--- config.mk ---
export PLATFORM = sky130hd
export DESIGN_NAME = alu_arbiter
export DESIGN_NICKNAME = d
export VERILOG_FILES = /design/src/rtl/alu_arbiter.sv
export SDC_FILE = /design/constraint.sdc
export NUM_CORES = 1
export LEC_CHECK = 0
export BUFFER_PORTS_ARGS = -buffer_cell sky130_fd_sc_hd__buf_2
export CORE_AREA = 5 5 200 202
export CTS_CLUSTER_DIAMETER = 30
export DETAILED_ROUTE_END_ITERATION = 8
export DIE_AREA = 0 0 205 207
export PLACE_DENSITY = 0.42
export SLEW_MARGIN = 40
export SYNTH_ARGS = -nofsm -noshare
export SYNTH_HDL_FRONTEND = slang
export SYNTH_SLANG_ARGS = --single-unit
--- constraint.sdc ---
create_clock -name clk -period 3.8 [get_ports clk]
set_input_delay 0.19 -clock clk [delete_from_list [all_inputs] [get_ports clk]]
set_output_delay 0.19 -clock clk [all_outputs]
set_load 0.02 [all_outputs]
--- src/rtl/alu_arbiter.sv ---
// alu_arbiter: round-robin front end that time-shares one registered 40-bit
// ALU among NREQ requesters. It runs one operation at a time. The result comes
// back with the winner's id over a valid/ready response channel.
// Optional build macro: ALU_ARB_STATS_EN adds the stat_ops/stat_stall counters.
module alu_arbiter #(
  parameter int NREQ    = 4,
  parameter int IDW     = 2,
  parameter int ALU_LAT = 1
) (
  input  logic                 clk,
  input  logic                 rst_n,
  input  logic [NREQ-1:0]      req_valid,
  output logic [NREQ-1:0]      req_ready,
  input  logic [NREQ*40-1:0]   req_a,
  input  logic [NREQ*40-1:0]   req_b,
  input  logic [NREQ*5-1:0]    req_op,
  output logic [39:0]          alu_a,
  output logic [39:0]          alu_b,
  output logic [4:0]           alu_s,
  input  logic [39:0]          alu_out,
  output logic                 rsp_valid,
  input  logic                 rsp_ready,
  output logic [IDW-1:0]       rsp_id,
  output logic [39:0]          rsp_data
`ifdef ALU_ARB_STATS_EN
  ,
  output logic [31:0]          stat_ops,
  output logic [31:0]          stat_stall
`endif
);

  typedef enum logic [1:0] {IDLE, WAIT, RESP} state_t;

  state_t          state_q;
  logic [IDW-1:0]  last_q;
  logic [2:0]      cnt_q;
  logic [39:0]     alu_a_q, alu_b_q, rsp_data_q;
  logic [4:0]      alu_s_q;
  logic            rsp_valid_q;
  logic [IDW-1:0]  rsp_id_q;

  logic [IDW-1:0]  win;
  logic [39:0]     sel_a, sel_b;
  logic [4:0]      sel_s;

  // Round-robin pick: nearest valid requester after last_q (smallest distance wins)
  always_comb begin
    win = '0;
    for (int k = NREQ; k >= 1; k--) begin
      for (int i = 0; i < NREQ; i++) begin
        if (req_valid[i] && (((int'(last_q) + k) % NREQ) == i)) win = IDW'(i);
      end
    end
  end

  // Operand slice of the current winner
  always_comb begin
    sel_a = '0;
    sel_b = '0;
    sel_s = '0;
    for (int i = 0; i < NREQ; i++) begin
      if (win == IDW'(i)) begin
        sel_a = req_a[i*40 +: 40];
        sel_b = req_b[i*40 +: 40];
        sel_s = req_op[i*5 +: 5];
      end
    end
  end

  // Grant is offered only while idle; held low during reset so outputs read zero at once
  always_comb begin
    req_ready = '0;
    if (rst_n && (state_q == IDLE) && (|req_valid)) req_ready = NREQ'(1) << win;
  end

  // Control FSM with registered ALU drive and response outputs
  always_ff @(posedge clk or negedge rst_n) begin
    if (!rst_n) begin
      state_q     <= IDLE;
      last_q      <= IDW'(NREQ - 1);
      cnt_q       <= '0;
      alu_a_q     <= '0;
      alu_b_q     <= '0;
      alu_s_q     <= '0;
      rsp_valid_q <= 1'b0;
      rsp_id_q    <= '0;
      rsp_data_q  <= '0;
    end else begin
      case (state_q)
        IDLE: begin
          if (|req_valid) begin
            alu_a_q  <= sel_a;
            alu_b_q  <= sel_b;
            alu_s_q  <= sel_s;
            rsp_id_q <= win;
            last_q   <= win;
            cnt_q    <= 3'(ALU_LAT);
            state_q  <= WAIT;
          end
        end
        WAIT: begin
          if (cnt_q == '0) begin
            rsp_data_q  <= alu_out;
            rsp_valid_q <= 1'b1;
            state_q     <= RESP;
          end else begin
            cnt_q <= cnt_q - 3'd1;
          end
        end
        RESP: begin
          if (rsp_ready) begin
            rsp_valid_q <= 1'b0;
            state_q     <= IDLE;
          end
        end
        default: state_q <= IDLE;
      endcase
    end
  end

  assign alu_a     = alu_a_q;
  assign alu_b     = alu_b_q;
  assign alu_s     = alu_s_q;
  assign rsp_valid = rsp_valid_q;
  assign rsp_id    = rsp_id_q;
  assign rsp_data  = rsp_data_q;

`ifdef ALU_ARB_STATS_EN
  logic [31:0] ops_q, ops_d, stall_q, stall_d;

  // Saturating handshake and stall counters
  always_comb begin
    ops_d   = ops_q;
    stall_d = stall_q;
    if (rsp_valid_q && rsp_ready && (ops_q != '1)) ops_d = ops_q + 32'd1;
    if (rsp_valid_q && !rsp_ready && (stall_q != '1)) stall_d = stall_q + 32'd1;
  end

  // Counter registers
  always_ff @(posedge clk or negedge rst_n) begin
    if (!rst_n) begin
      ops_q   <= '0;
      stall_q <= '0;
    end else begin
      ops_q   <= ops_d;
      stall_q <= stall_d;
    end
  end

  assign stat_ops   = ops_q;
  assign stat_stall = stall_q;
`endif

endmodule

==> Yosys cells after proc, flatten, opt, wreduce, memory -nomap -nowiden <==
Cells that the tools add are included.
{ "totals": {"word_cells": 113, "latchBits": 0, "input_bits": 387, "ramBits": 0, "n_memories": 0, "rom_bits": 0, "output_inout_bits": 132, "reg_bits": 135} }
{ "classes": {"n_mux": 38, "n_reduce_logical": 35, "n_shift": 1, "mul": 0, "order_cmp": 0, "bitwise_logic": 4, "n_eq_ne": 21, "add_sub_neg": 5, "div_mod_pow": 0} }
{ "op_table": {"columns": ["operator", "count"], "rows": [
  ["$mux 40", 8],
  ["$logic_not 32->1", 3],
  ["$mux 2", 17],
  ["$eq 3x3->1 const B", 8],
  ["$mux 5", 4],
  ["$logic_and 1x1->1", 17],
  ["$eq 3x2->1 const B", 4],
  ["$reduce_and 3->1", 3],
  ["$reduce_or 2->1", 4],
  ["$eq 2x2->1 const B", 3],
  ["$mux 3", 2],
  ["$ne 2x2->1 const B", 3],
  ["$pmux 2 s3", 1],
  ["$pmux 3 s2", 1],
  ["$add 2x1->2 const B", 2],
  ["$add 2x2->2 const B", 2],
  ["$and 1x1->1 const A", 4],
  ["$eq 2x1->1 const B", 2],
  ["$logic_not 2->1", 2],
  ["$mux 4", 1],
  ["$reduce_and 2->1", 2],
  ["$reduce_bool 2->1", 2],
  ["$reduce_or 4->1", 1],
  ["$shl 1x2->4 const A", 1],
  ["5 further kinds", 7]
]} }

==> Depth between registers and ports, before layout <==
Gate-level depths: netlist (run 1).
{ "depth": {"ltp_word": 25, "ltp_mapped": 9, "ltp_nobuf": 6} }

==> Least setup slack after synthesis (run 1) <==
No wires, ideal clock.
{ "synth_timing": {"path_kind": "register to output", "startpoint": "register last_q[1]", "endpoint": "output port req_ready[0]", "required_time_ns": 3.610, "n_path_buf": 3, "path_stages_with_launch": 8, "arrival_time_ns": 2.001, "setup_slack_ns": 1.609, "cell_sequence": "dfstp_2 buf_4 a21boi_0 o21ba_1 or3_1 buf_6 buf_2 nor3_1"} }
{ "synth_via": {"elab_chain_len": 22, "elab_cells_between_ends": 59, "cone_classes": "4 x add/sub; 12 x eq/ne; 1 x shift; 16 x mux; 4 x bitwise; 22 x reduce/logical"} }
{ "synth_lines": {"columns": ["item", "line_no", "text"], "rows": [
  ["start, declared", "35", "logic [IDW-1:0] last_q;"],
  ["start signal, assigned", "80", "last_q <= IDW'(NREQ - 1);"],
  ["start signal, assigned", "96", "last_q <= win;"],
  ["$add 2x1->2", "51", "if (req_valid[i] && (((int'(last_q) + k) % NREQ) == i)) win = IDW'(i);"],
  ["$reduce_or 2->1 (no line)", null, null],
  ["$and 1x1->1 (no line)", null, null],
  ["$eq 3x2->1", "51", null],
  ["$logic_and 1x1->1", "51", null],
  ["$mux 1", "51", null],
  ["$mux 2 (13 in a row)", "51", null],
  ["$mux 2 (*)", "51", null],
  ["$shl 1x2->4 (*)", "73", "if (rst_n && (state_q == IDLE) && (|req_valid)) req_ready = NREQ'(1) << win;"],
  ["$mux 4 (*)", "73", null],
  ["end, declared", "13", "output logic [NREQ-1:0] req_ready,"]
]} }
Mark *: on every way between the ends. The rest lies on a longest branch, timed or not.

==> Final worst setup path (run 1) <==
{ "layout_timing": {"startpoint": "register last_q[1]", "endpoint": "output port req_ready[2]"} }
The elaborated chain is that of the path after synthesis.

==> out/results.tsv, run 1 <==
metric	value	unit
Worst Clk Skew	0.0118	ns
DR WL/cell	19.0	um
Total GRT Usage	15.8	%
PortBufs	518	
Adder-Cell Fraction of Synth Area	0.338	%
DRC viols	0	
post-synth net total	1126	
unrepaired setup endpoints after global routing	false	
cell taking the most area after synthesis	dfrtp_1	
top_reg_cell synth	dfrtp_1	
worst-margin pin slew	0.755	ns
Non-Filler Instances	1849	
1st-pass router iterations	5	
Syn. warnings	0	
largest net degree at the start of global routing	86	
XOR/XNOR Fraction of Synth Area	0	%
Placed Cells	1712	
Crit. End Element	output port	
post-synthesis register bit count	135	
Die Ht	207	um
Vias/cell	4.63	
core area	0.0381	mm2
fraction of registers with async set/reset	100	%
mapped cell area	0.00740	mm2
Hold Fails Final Rpt	0	
EDFF count, synth	0	
die area	0.0424	mm2
H-Tree Depth	4	
post-synthesis simple-gate area fraction	10.3	%
maxcap violations	0	
CP required	3.61	ns
Setup crit start kind	register	
most frequent cell after synthesis	dfrtp_1	
Post-Route Setup TNS	0	ns
leakage dissipation	0.00566	uW
max-slew violation count	0	
row cnt	72	
Root Buffer	clkbuf_16	
Crit Path Max Fanout	24	
Final min period	2.59	ns
CTS max path bufs	2	
global placement routability congestion	0.812	
Post-DRT Antenna Nets	0	
WL final	35100	um
Nets	1703	
final worst-path cycle share	68.2	%
Slew headroom	49.7	%
post-synth cell types	36	
Worst Setup Path Type	register to output port	
Initial Utilization	19.4	%
worst slack, placed	1.40	ns
initial antenna violation count	6	
Synth Area in Compound Gates	28.9	%
via count of the first global-routing pass	9079	
first-pass GRT wire length	52900	um
Cells after Synth	737	
top cell type's share of synthesized area	45.0	%
HP Class	input port to register	
grt ovf	0	
syn_area_per_cell	10.0	um2
layout cells sized above 1	46.9	%
I/O Pins	519	
CTS buffer count	17	
post-synthesis mux area share	9.22	%
top cells by area, synth	dfrtp_1 45%, a221oi_1 10%, o221ai_1 7.5%	
synth cell count leaders	133 x dfrtp_1, 130 x nand2_1, 85 x a221oi_1	
Clock transition at path regs	0.06	ns
Vias	8560	
die width	205	um
CTS tree	done	
final setup margin	1.21	ns
CP arrival	2.40	ns
DR iter-0 viols	407	
Area Overhead vs Synth	63.2	%
post_cts resized	0	
PwrDens	794	mW/mm2
endpoints failing setup	0	
worst vdd ir	0.355	mV
CTS Sinks	135	
largest family of logic cells by synthesized area	compound AO/OA/AOI/OAI gates	
status	finished, final reports clean	
detailed placer's ending HPWL	26300	um
Fmax	386	MHz
register area share after synthesis	45.7	%
Skew-Pair Late Insertion Delay	0.44	ns
stage by stage:
| step | utilization [%] | total power [uW] | instance area [um2] | hold WS, ns |
|---|---|---|---|---|
| floorplan | - | 6120 | 7400 | -0.106 |
| global placement | 27.3 | 7860 | 10400 | 0.241 |
| detailed placement | 27.5 | 7960 | 10500 | 0.242 |
| CTS | 31.7 | 9780 | 12100 | 0.000453 |
| global route | 31.7 | 10300 | 12100 | 0.0192 |
| finish | 31.7 | 9590 | 12100 | 0.0338 |
logic make-up after synthesis:
kind of cell / Yosys count
AOI/OAI and AO/OA: 272
and+or+nand+nor: 185
muxes: 63
buffers and inverters: 80
DFF: 135
adders and majority gates: 2
routing by layer:
layer  track usage, %  wire length (um)
met2             27.6             17600
met5                0                27
met4             3.70               412
met3             4.77              2800
met1             18.9             14200
power breakdown:
group / internal [uW] / total, uW / switching (uW)
clock: 935 / 1670 / 732
sequential: 2170 / 2660 / 491
combinational: 2040 / 5260 / 3220
worst max-delay path, stage by stage, from the launching register on:
cell,delay [ns]
dfstp_2,0.60
a21boi_0,0.11
o21ba_1,0.22
or3_4,0.45
buf_12,0.21
nor3_1,0.19
buf_2,0.19
cell type report:
cell class / instances / area, um2
Clock buffer: 18 / 439
Multi-Input combinational cell: 522 / 3660
Antenna cell: 4 / 10.0
Inverter: 2 / 7.51
Sequential cell: 135 / 3380
Timing Repair Buffer: 636 / 3790
Clock inverter: 14 / 140
Tap cell: 518 / 648
Fill cell: 4050 / 26000
worst paths after layout:
check / startpoint / to / slack [ns] / cells after the start
max: last_q[1] / req_ready[2] / 1.21 / 6
min: req_a[56] / alu_a[16] / 0.03 / 3
max reg2reg: cnt_q[0] / rsp_data[18] / 1.45 / 6
min reg2reg: rsp_valid / rsp_valid / 0.47 / 1
max in group asynchronous: rst_n / last_q[1] / 2.59 / 3
min in group asynchronous: rst_n / rsp_data[16] / 0.30 / 2
placed cells by master (no fill, tap or decap), drive strengths merged, types with 2 or more instances in the layout:
cell type	n
nor3b	3
nand2b	2
nor3	7
diode	4
nand3b	2
o22ai	22
mux2	41
buf	535
a21o	2
mux2i	22
a21oi	4
o21ai	27
nor2	31
clkbuf	18
inv	7
dlygate4sd3	101
or3	2
dfstp	2
nand2	130
a221oi	85
o221ai	63
o21a	2
nor2b	5
dfrtp	133
clkinv	7
ha	2
a22oi	63
what timing repair did:
action	in CTS	in global routing
hold endpoints to repair	157	0
hold buffers	101	0
setup buffers	0	0
state kept, by name, indices dropped and copies added, names as in the netlist:
| register | flops |
|---|---|
| alu_a | 40 |
| alu_b | 40 |
| alu_s | 5 |
| cnt_q | 3 |
| last_q | 2 |
| rsp_data | 40 |
| rsp_id | 2 |
| rsp_valid | 1 |
| state_q | 2 |
Power figures use the tool's default switching activity.
==> inputs of run 2 (changes only) <==
--- a/config.mk
+++ b/config.mk
@@ -10,7 +10,7 @@
 export CTS_CLUSTER_DIAMETER = 30
 export DETAILED_ROUTE_END_ITERATION = 8
 export DIE_AREA = 0 0 205 207
-export PLACE_DENSITY = 0.42
+export PLACE_DENSITY = 0.44
 export SLEW_MARGIN = 40
 export SYNTH_ARGS = -nofsm -noshare
 export SYNTH_HDL_FRONTEND = slang
==> constraint.sdc (replaced) <==
create_clock -name clk -period 2.1 [get_ports clk]
set_input_delay 0.105 -clock clk [delete_from_list [all_inputs] [get_ports clk]]
set_output_delay 0.105 -clock clk [all_outputs]
set_load 0.02 [all_outputs]
==> out/results.tsv, run 2 (synthesized netlist as in run 1, its figures left out) <==
metric	value	unit
status	finished with violations	
failing checks	negative setup slack	
die area	0.0424	mm2
Total GRT Usage	17.3	%
most frequent cells in the layout	514 x buf_2, 235 x dlygate4sd3_1, 133 x dfrtp_1	
I/O Pins	519	
reg2reg start	last_q[0]	
Placed Cells	1721	
Clk network pwr share	18.0	%
worst-margin pin slew	0.589	ns
CTS buffer count	17	
Non-Filler Instances	2010	
CTS tree	done	
Crit. End Element	register	
HP Class	input port to register	
PortBufs	518	
row cnt	72	
Nets	1864	
DR WL/cell	19.1	um
Post-DRT Antenna Nets	0	
Placement Cell Area	0.0107	mm2
grt ovf	0	
combinational share of power	56.7	%
FILL cells	3823	
CTS max path bufs	2	
WL final	38400	um
endpoints failing setup	4	
final setup margin	-0.0223	ns
Vias	9374	
max-slew violation count	0	
Area Overhead vs Synth	90.1	%
unrepaired setup endpoints after global routing	true	
first-pass GRT wire length	57700	um
Vias/cell	4.66	
final worst-path cycle share	101	%
Worst Setup Path Type	register to register	
Die Ht	207	um
P_sw	8380	uW
H-Tree Depth	4	
Slew headroom	60.6	%
fin util	36.9	%
1st-pass router iterations	7	
DRC viols	0	
via count of the first global-routing pass	9960	
switching share of power	44.0	%
hold slack	0.0307	ns
FF-to-FF path depth	7	
worst vdd ir	0.801	mV
Crit Path Max Fanout	18	
internal power	10700	uW
maxcap violations	0	
cell area after layout	0.0141	mm2
commonest non-fill, non-tap cell in the layout	buf_2	
worst setup path start	last_q[0]	
R2R setup slack	-0.02	ns
Worst Clk Skew	0.00774	ns
layout cells sized above 1	44.5	%
initial antenna violation count	7	
PwrDens	1350	mW/mm2
CP arrival	2.43	ns
core area	0.0381	mm2
CP endpoint	alu_a[27]	
detailed placer's ending HPWL	26200	um
register share of total power	25.3	%
CP required	2.41	ns
die width	205	um
CTS Sinks	135	
Final min period	2.12	ns
Fmax	471	MHz
Root Buffer	clkbuf_16	
largest net degree at the start of global routing	136	
global placement routability congestion	0.798	
Skew-Pair Late Insertion Delay	0.43	ns
DR iter-0 viols	507	
worst slack, placed	0.0892	ns
Clock transition at path regs	0.06	ns
Initial Utilization	19.4	%
leakage dissipation	0.00652	uW
Setup crit start kind	register	
reg-to-reg critical path endpoint	alu_a[27]	
Hold Fails Final Rpt	0	
==> run 2: cell count changes in the layout (fill, tap and decap cells not counted), moves of 3 or more <==
cell | previous run | this run
nor3_1 | 5 | 2
buf_12 | 4 | 18
bufinv_16 | 1 | 5
buf_4 | 12 | 21
clkinv_4 | 5 | 1
buf_6 | 2 | 5
dlygate4sd3_1 | 101 | 235
buf_2 | 517 | 514
==> run 2: power by group through the flow <==
stage	clock (uW)	sequential, uW	combinational [uW]
2_1_floorplan	0	6180	4900
3_3_place_gp	0	4810	9910
3_5_place_dp	0	4830	10000
4_1_cts	3560	4810	10800
5_1_grt	3650	5010	11700
6_report	3420	4830	10800
==> run 2: what timing repair did <==
action	CTS	global route
hold buffers	235	0
pin swaps	8	13
gates resized for setup	14	17
cloned	3	1
buffers inserted	9	5
hold endpoints to repair	259	0
endpoints found under the setup margin	4	68
==> run 2: worst max-delay path, cell delays in order (launching register included) <==
cell	delay [ns]
dfstp_2	0.60
nor2b_4	0.07
o21a_1	0.21
or3_4	0.42
buf_4	0.21
buf_12	0.18
mux2i_1	0.19
o22ai_1	0.11
==> run 2: through the flow <==
step           setup TNS (ns)  total power [uW]
2_1_floorplan         -0.0117             11100
3_3_place_gp                0             14700
3_5_place_dp                0             14800
4_1_cts                -0.118             19100
5_1_grt                 -1.20             20400
6_report              -0.0555             19100
==> run 2: layer usage <==
| layer | wire length [um] | global-route usage (%) | part of all wire [%] |
|---|---|---|---|
| met1 | 15000 | 19.8 | 39 |
| met2 | 19300 | 30.4 | 50 |
| met3 | 2970 | 5.16 | 7.7 |
| met4 | 1090 | 6.35 | 2.8 |
| met5 | 27 | 0 | 0.070 |
==> run 2: final cells by class <==
| class | count | area, um2 | area share, % |
|---|---|---|---|
| repair buffers | 797 | 5610 | 39.9 |
| multi-input cells | 522 | 3750 | 26.7 |
| flip-flops and latches | 135 | 3380 | 24.0 |
| well taps | 518 | 648 | 4.61 |
| clock buffers | 20 | 457 | 3.25 |
| clock inverters | 12 | 198 | 1.41 |
| diodes | 4 | 10.0 | 0.0712 |
| inverters | 2 | 7.51 | 0.0534 |
==> run 2: how the worst min path moves through the flow <==
stage          depth (start not counted)           end  slack (ns)        start
6_report                               3     alu_b[29]        0.03    req_b[29]
5_1_grt                                3     alu_b[29]        0.01    req_b[29]
4_1_cts                                3      alu_b[4]      0.0001     req_b[4]
3_5_place_dp                           2  rsp_data[22]        0.34  alu_out[22]
3_3_place_gp                           2  rsp_data[28]        0.34  alu_out[28]
2_1_floorplan                          0      alu_a[0]       -0.19        rst_n
==> inputs of run 3 (changes only) <==
--- a/config.mk
+++ b/config.mk
@@ -11,6 +11,7 @@
 export DETAILED_ROUTE_END_ITERATION = 8
 export DIE_AREA = 0 0 205 207
 export PLACE_DENSITY = 0.44
+export REMOVE_ABC_BUFFERS = 1
 export SLEW_MARGIN = 40
 export SYNTH_ARGS = -nofsm -noshare
 export SYNTH_HDL_FRONTEND = slang
==> out/results.tsv, run 3 (synthesized netlist as in run 1, its figures left out) <==
metric	value	unit
Post-DRT Antenna Nets	0	
Skew-Pair Late Insertion Delay	0.44	ns
Area Overhead vs Synth	85.5	%
grt ovf	0	
core area	0.0381	mm2
die area	0.0424	mm2
Max stage delay on crit path	0.61	ns
leakage dissipation	0.00637	uW
maxcap violations	0	
max-slew violation count	0	
CP top delay family	simple AND/OR/NAND/NOR gates	
unrepaired setup endpoints after global routing	true	
Initial Utilization	19.4	%
Crit Path Max Fanout	5	
FILL cells	3845	
Vias/cell	4.62	
PortBufs	518	
Fmax	456	MHz
Post-Route Setup TNS	-0.181	ns
failing checks	negative setup slack	
Non-Filler Instances	1989	
crit-path cells	nor2b_4, o21a_4, or3_4, nor3_2, buf_4	
FF-to-FF path depth	7	
Slew headroom	63.6	%
H-Tree Depth	4	
row cnt	72	
DR WL/cell	18.8	um
most frequent cells in the layout	515 x buf_2, 221 x dlygate4sd3_1, 133 x dfrtp_1	
worst setup path start	last_q[0]	
CP endpoint	req_ready[2]	
worst-margin pin slew	0.544	ns
detailed placer's ending HPWL	26200	um
die width	205	um
CP required	2.00	ns
final worst-path cycle share	105	%
Total GRT Usage	16.9	%
1st-pass router iterations	4	
Worst Clk Skew	0.0117	ns
DRC viols	0	
CP bufs+invs	1	
Hold Fails Final Rpt	0	
Vias	9183	
Root Buffer	clkbuf_16	
status	finished with violations	
layout cells sized above 1	44.3	%
I/O Pins	519	
CP arrival	2.09	ns
Crit. End Element	output port	
CTS buffer count	17	
Placement Cell Area	0.0107	mm2
WL final	37400	um
Clock transition at path regs	0.07	ns
hold slack	0.00733	ns
cell area after layout	0.0137	mm2
CTS max path bufs	2	
reg2reg start	last_q[0]	
total power	18400	uW
CTS Sinks	135	
R2R setup slack	0.01	ns
initial antenna violation count	3	
commonest non-fill, non-tap cell in the layout	buf_2	
PwrDens	1340	mW/mm2
CP Depth	5	
CTS tree	done	
Setup crit start kind	register	
final setup margin	-0.0952	ns
worst vdd ir	0.744	mV
DR iter-0 viols	377	
largest net degree at the start of global routing	136	
Worst Setup Path Type	register to output port	
CP max stage cell	dfstp_2	
Nets	1844	
global placement routability congestion	0.781	
endpoints failing setup	3	
Placed Cells	1723	
first-pass GRT wire length	56600	um
HP Class	input port to register	
via count of the first global-routing pass	9747	
Final min period	2.20	ns
Die Ht	207	um
reg-to-reg critical path endpoint	alu_b[34]	
## run 3: changes by cell type in the layout (fill, tap and decap cells not counted), sizes merged
cell / delta
inv: +7
buf: -5
clkinvlp: -2
bufinv: -4
diode: -1
clkbuf: -3
dlygate4sd3: -14
clkinv: +1
## run 3: worst min-delay path by stage
stage / startpoint / endpoint / slack (ns) / cells past startpoint
2_1_floorplan: rst_n / alu_a[0] / -0.19 / 0
3_3_place_gp: rst_n / cnt_q[2] / 0.33 / 2
3_5_place_dp: rst_n / cnt_q[2] / 0.32 / 2
4_1_cts: req_a[18] / alu_a[18] / 0.00005 / 3
5_1_grt: req_b[27] / alu_b[27] / 0.02 / 3
6_report: req_a[18] / alu_a[18] / 0.007 / 3
## run 3: per-stage QoR
step	setup WS (ns)	utilization [%]
CTS	-0.138	35.7
finish	-0.0952	36.0
floorplan	-2.50	-
detailed placement	0.0886	27.9
global placement	0.148	27.9
global route	-0.191	36.0
## run 3: worst min-delay path: stages
cell and delay (ns):
buf_2 0.09, a221oi_2 0.05, a22oi_1 0.14
## run 3: power by group
part           switching [uW]  total (uW)  leakage, uW  internal (uW)
Combinational            6090       10500      0.00446           4380
Clock                    1410        3130     0.000296           1720
Sequential                919        4840      0.00161           3920
## run 3: layout make-up
type | count | area (um2) | share of cell area, %
Clock buffer | 18 | 439 | 3.20
Sequential cell | 135 | 3380 | 24.6
Inverter | 2 | 7.51 | 0.0547
Antenna cell | 3 | 7.51 | 0.0547
Multi-Input combinational cell | 522 | 3730 | 27.2
Tap cell | 518 | 648 | 4.72
Clock inverter | 14 | 158 | 1.15
Timing Repair Buffer | 777 | 5350 | 39.0
## run 3: repair_timing
item                       in CTS  in global routing
cloned                          2                  0
buffers inserted                4                  3
resized for setup              15                 13
pin swaps                       6                  6
hold endpoints to repair      259                  0
setup endpoints to repair       4                 87
hold buffers                  221                  0
## run 3: per-layer routing
metal	GRT usage, %	vias up	share of wire, %
met2	30.0	380	52
met1	19.6	4416	39
met4	5.75	2	2.1
li1	-	4340	-
met3	4.35	45	7.0
met5	0	-	0.051
